## config.mk

```make
export PLATFORM = sky130hd
export DESIGN_NAME = ex9_top
export DESIGN_NICKNAME = d
export VERILOG_FILES = /design/src/rtl/ex9_top.sv
export SDC_FILE = /design/constraint.sdc
export NUM_CORES = 1
export LEC_CHECK = 0
export ABC_AREA = 1
export CORE_AREA = 2 2 39 41
export CTS_CLUSTER_SIZE = 10
export DETAILED_ROUTE_END_ITERATION = 7
export DIE_AREA = 0 0 41 43
export HOLD_SLACK_MARGIN = 0.15
export SLEW_MARGIN = 20
export SYNTH_ARGS = -nofsm -noshare
export SYNTH_HDL_FRONTEND = slang
export SYNTH_SLANG_ARGS = --single-unit
```

## constraint.sdc

```tcl
create_clock -name CLK -period 0.9 [get_ports CLK]
set_clock_uncertainty 0.05 [all_clocks]
set_input_delay 0.135 -clock CLK [delete_from_list [all_inputs] [get_ports CLK]]
set_output_delay 0.135 -clock CLK [all_outputs]
set_load 0.03 [all_outputs]
```

## src/rtl/ex9_top.sv

```systemverilog
// Start/stop decimal counter: a debounced-by-edge push switch toggles STOP/RUN,
// and in RUN the 0..MAXV count advances once per prescaler tick.
module ex9_top #(
    parameter int unsigned DIV  = 1,
    parameter int unsigned MAXV = 9
) (
    input  logic       CLK,
    input  logic       RST,
    input  logic       SW1,
    output logic [3:0] OUT
);

    localparam int unsigned CNT_W = 4;
    localparam int unsigned PRE_W = (DIV > 1) ? $clog2(DIV) : 1;
    localparam logic [PRE_W-1:0] PRE_LAST = PRE_W'(DIV - 1);
    localparam logic [CNT_W-1:0] CNT_LAST = CNT_W'(MAXV);

    typedef enum logic {
        ST_STOP = 1'b0,
        ST_RUN  = 1'b1
    } state_e;

    state_e             state_q, state_d;
    logic [PRE_W-1:0]   pre_q, pre_d;
    logic [CNT_W-1:0]   cnt_q, cnt_d;
    logic               sync1_q, sync2_q, dly_q;
    logic               press_c;
    logic               tick_c;

    // Two-flop synchronizer plus delay stage; a press is the synchronized rising edge.
    always_ff @(posedge CLK or posedge RST) begin
        if (RST) begin
            sync1_q <= 1'b0;
            sync2_q <= 1'b0;
            dly_q   <= 1'b0;
        end else begin
            sync1_q <= SW1;
            sync2_q <= sync1_q;
            dly_q   <= sync2_q;
        end
    end

    assign press_c = sync2_q & ~dly_q;
    assign tick_c  = (pre_q == PRE_LAST);

    always_ff @(posedge CLK or posedge RST) begin
        if (RST) begin
            state_q <= ST_STOP;
            pre_q   <= '0;
            cnt_q   <= '0;
        end else begin
            state_q <= state_d;
            pre_q   <= pre_d;
            cnt_q   <= cnt_d;
        end
    end

    // Counting keys off the pre-edge state, so the stopping edge still counts.
    always_comb begin
        state_d = state_q;
        pre_d   = '0;
        cnt_d   = cnt_q;

        if (press_c) begin
            state_d = (state_q == ST_RUN) ? ST_STOP : ST_RUN;
        end

        if (state_q == ST_RUN && tick_c) begin
            cnt_d = (cnt_q == CNT_LAST) ? '0 : cnt_q + CNT_W'(1);
        end

        if (state_q == ST_RUN && state_d == ST_RUN && !tick_c) begin
            pre_d = pre_q + PRE_W'(1);
        end
    end

    assign OUT = cnt_q;

endmodule

```

* Word-level counts from Yosys, hierarchy flattened *
Cells that the tools add are included.

word-level totals
  word-level logic and storage cells = 19
  input bits = 3
  output and inout port bits = 4
  flip-flop bits (word level) = 9

operators by class
  add/subtract/negate cells = 2
  muxes and demuxes = 4
  reductions and logical operators = 3
  equality and inequality tests = 1
  bitwise operators = 3

operators with widths
  cell                   count
  $add A4 B1 Y4 const B  1
  $eq A4 B4 Y1 const B   1
  $mux W4                1
  $logic_and A1 B1 Y1    3
  $mux W1                3
  $not A1 Y1             2
  $add A1 B1 Y1 const B  1
  $and A1 B1 Y1          1

* Longest topological paths before layout *
  word-level depth = 6
  mapped depth = 6
  depth with buffers taken out = 6

* Worst setup path after synthesis *
No wires, ideal clock.

  path type = reg-to-reg
  from = register cnt_q[0], in the netlist OUT[0]
  to = register cnt_q[1], in the netlist OUT[1]
  data required time = 728 ps
  data arrival time = 923 ps
  slack = -195 ps
  library setup time = 122 ps
  clock period less this slack = 1,095 ps
  stages on the path, launching flop included = 5
  cells stage by stage = dfrtp_1 inv_2 nor2_4 nand2_2 a21boi_1

between the ends
  longest elaborated chain between the ends = 2
  elaborated cells between the ends (all ways) = 3
  classes of those cells = add/sub: 1; eq/ne: 1; mux: 1

RTL lines
  what                                           RTL line  RTL
  start, declared                                25        logic [CNT_W-1:0] cnt_q, cnt_d;
  start signal, assigned                         54        cnt_q <= cnt_d;
  $add A4 B1 Y4 or $eq A4 B4 Y1 (tied branches)  69        cnt_d = (cnt_q == CNT_LAST) ? '0 : cnt_q + CNT_W'(1);
  $mux W4 (*)                                    69

Every way passes the cells marked *; elsewhere a longest branch is shown, timed or not.
A chain may end at the register's enable or synchronous reset.

* Worst setup path in the final report *
  from = register cnt_q[2], in the netlist OUT[2]
  to = output OUT[2]

RTL lines
  what           RTL line  RTL
  end, declared  10        output logic [3:0] OUT

No word-level cell between the ends.

==> reports/results.txt <==
Pre-antenna DRT Iters - 2
Reg-to-reg setup timing slack - -0.12 ns
Crit path max-delay family - flip-flops
Core area - 0.00138 mm²
Clock Tree Buf Depth - 2
ANT cells - 0
Primary FF master, synth - dfrtp_1
Initial Util - 27.3%
Worst-skew pair later-pin latency - 0.26 ns
DRC - 0
Hold Path Class - in -> async
Antenna violations before repair - 0
FF-to-FF End - OUT[2]$_DFFE_PP0P_
# rows - 14
Crit path max-delay cell type - dfrtp_2
Asr flop ratio synth - 100%
Sequential share of the synthesized area - 59.6%
Placer's final routability congestion estimate - 0.741
Avg Cell Area, Syn - 9.69 µm²
Status - complete, but fails checks
Worst path max stage delay - 0.42 ns
Peak VDD IR - 0.00186 V
CTS sink cnt - 9
I/O pin count - 7
Vias per cell - 4.28
H-tree levels - 1
Die Ht - 43 µm
Hold_ws - 0.0734 ns
Layout area overhead - 53.3%
Cell area power density - 3730 mW/mm²
Post-route ant nets - 0
Worst r2r src - state_q$_DFF_PP0_
Worst-path cell chain - buf_6
Post-Syn Nets - 43
DIE WIDTH - 41 µm
# nets final - 60
Share of layout cells above drive strength 1 - 56.4%
Root buf cell - clkbuf_4
CTS Buf Count - 3
Arrival @ worst endpoint - 0.83 ns
DRT iter0 DRCs - 1
Congestion Overflow GR - 0
Distinct cell type count after synthesis - 14
MaxCap Viol Count - 0
Highest clock rate - 0.982 GHz
Placed Instances - 61
WL final - 762 µm
LEAKAGE - 0.276 nW
Setup ws final - -0.118 ns
Largest net degree at the start of global routing - 10
TritonCTS clock tree - done
Min cycle time layout - 1.02 ns
Vias in the first global route - 280
Final setup violation count - 9
Port Buffers - 6
First-pass GRT wire length - 1.22 mm
Critical path class - reg -> out
Area of the die - 0.00176 mm²
Via count - 304
Gr usage total - 11.6%
CP Capture Type - output port
Post-synth EDFFs - 0
Wirelength per Cell - 10.7 µm
Hpwl dp - 386 µm
Failing checks - setup timing
Synth Warn # - 0
Final instance area - 579 µm²
Worst Setup Start Kind - flip-flop
Reg2Reg Depth - 4
RSZ-0062 raised after global routing - true
Period utilization - 113%
Fin. Hold Viols - 0
Required @ worst endpoint - 0.71 ns
Final cell count without fillers - 71
Syn Inst Count - 39
Worst-path fanout max - 2
Placed Area - 452 µm²
Clk slew on worst S/H paths - 0.06 ns
Final Slew Violations - 0
Mapped Area - 378 µm²
Worst path buffer plus inverter count - 1
Yosys reg bits - 9
==> per-layer routing <==
metal	up-vias	GRT usage [%]	wire, µm	share of wire (%)
li1	146	-	-	-
met1	142	13.9	279	37
met2	9	15.3	413	54
met3	7	3.14	21	2.8
met4	0	12.0	47	6.2
met5	-	0	0	0
==> kinds of logic after synthesis <==
group           synth area share, %
other cells                   0.992
compound gates                 3.31
flops                          59.6
fa+ha+maj                      3.31
simple gates                   23.8
buf+inv                        8.94
==> worst max-delay path by stage <==
stage | start | endpoint | slack (ns) | cells past startpoint
5_1_grt | state_q$_DFF_PP0_ | OUT[2]$_DFFE_PP0P_ | -0.18 | 4
3_3_place_gp | state_q$_DFF_PP0_ | OUT[2]$_DFFE_PP0P_ | -0.08 | 4
6_report | OUT[2]$_DFFE_PP0P_ | OUT[2] | -0.12 | 1
3_5_place_dp | pre_q$_DFF_PP0_ | OUT[1]$_DFFE_PP0P_ | -0.1 | 5
4_1_cts | OUT[0]$_DFFE_PP0P_ | OUT[0] | -0.12 | 1
2_1_floorplan | OUT[0]$_DFFE_PP0P_ | OUT[2]$_DFFE_PP0P_ | -0.07 | 5
==> power by group <==
group / switching [W] / total (W) / internal (W)
clock network: 0.000147 / 0.000318 / 0.000171
registers: 0.000121 / 0.000665 / 0.000544
logic: 0.000615 / 0.00118 / 0.000563
total: 0.000882 / 0.00216 / 0.00128
==> layout by cell type, fill, tap and decap left out, types with 2 or more instances in the layout <==
cell type,Yosys,routed
clkbuf_4,0,3
buf_6,0,7
clkdlybuf4s50_1,0,2
dfrtp_1,9,6
buf_4,0,3
nand2_1,7,5
nor2_1,3,2
dfrtp_2,0,3
nor2_4,2,2
nand2_2,2,4
inv_1,7,3
inv_2,2,4
inv_4,0,2
==> layout make-up <==
class                   count  area (µm²)
multi-input cells          21         144
flip-flops and latches      9         229
repair buffers             12         121
clock buffers               4        26.3
well taps                  16        20.0
inverters                   9        38.8
fillers                   145         805
==> flip-flops by register name, indices dropped and copies added (netlist names) <==
name,cells
pre_q,1
state_q,1
sync1_q,1
OUT,4
dly_q,1
sync2_q,1
==> timing repair <==
item                       in CTS  in global routing
pin swaps                       1                  5
buffers inserted                4                  2
setup endpoints to repair       8                  9
gates resized for setup         8                  9
hold endpoints to repair        9                  9
==> synthesized netlist by cell type, types with 2 or more instances <==
cell type  count  area share [%]
dfrtp_1        9              60
nand2_1        7             7.0
nor2_4         2             6.0
nand2_2        2             3.3
nor2_1         3             3.0
inv_1          7             7.0
inv_2          2             2.0
==> metrics by stage <==
step           total power [W]  TNS (ns)  setup slack, ns  utilization, %
3_3_place_gp           0.00136    -0.181          -0.0832            32.6
5_1_grt                0.00232     -1.20           -0.177            41.9
2_1_floorplan          0.00115    -0.182          -0.0720               -
6_report               0.00216    -0.838           -0.118            41.9
3_5_place_dp           0.00136    -0.213          -0.0967            32.6
4_1_cts                0.00194    -0.679           -0.122            38.2
Note: power is estimated with default switching activity, not from simulation.
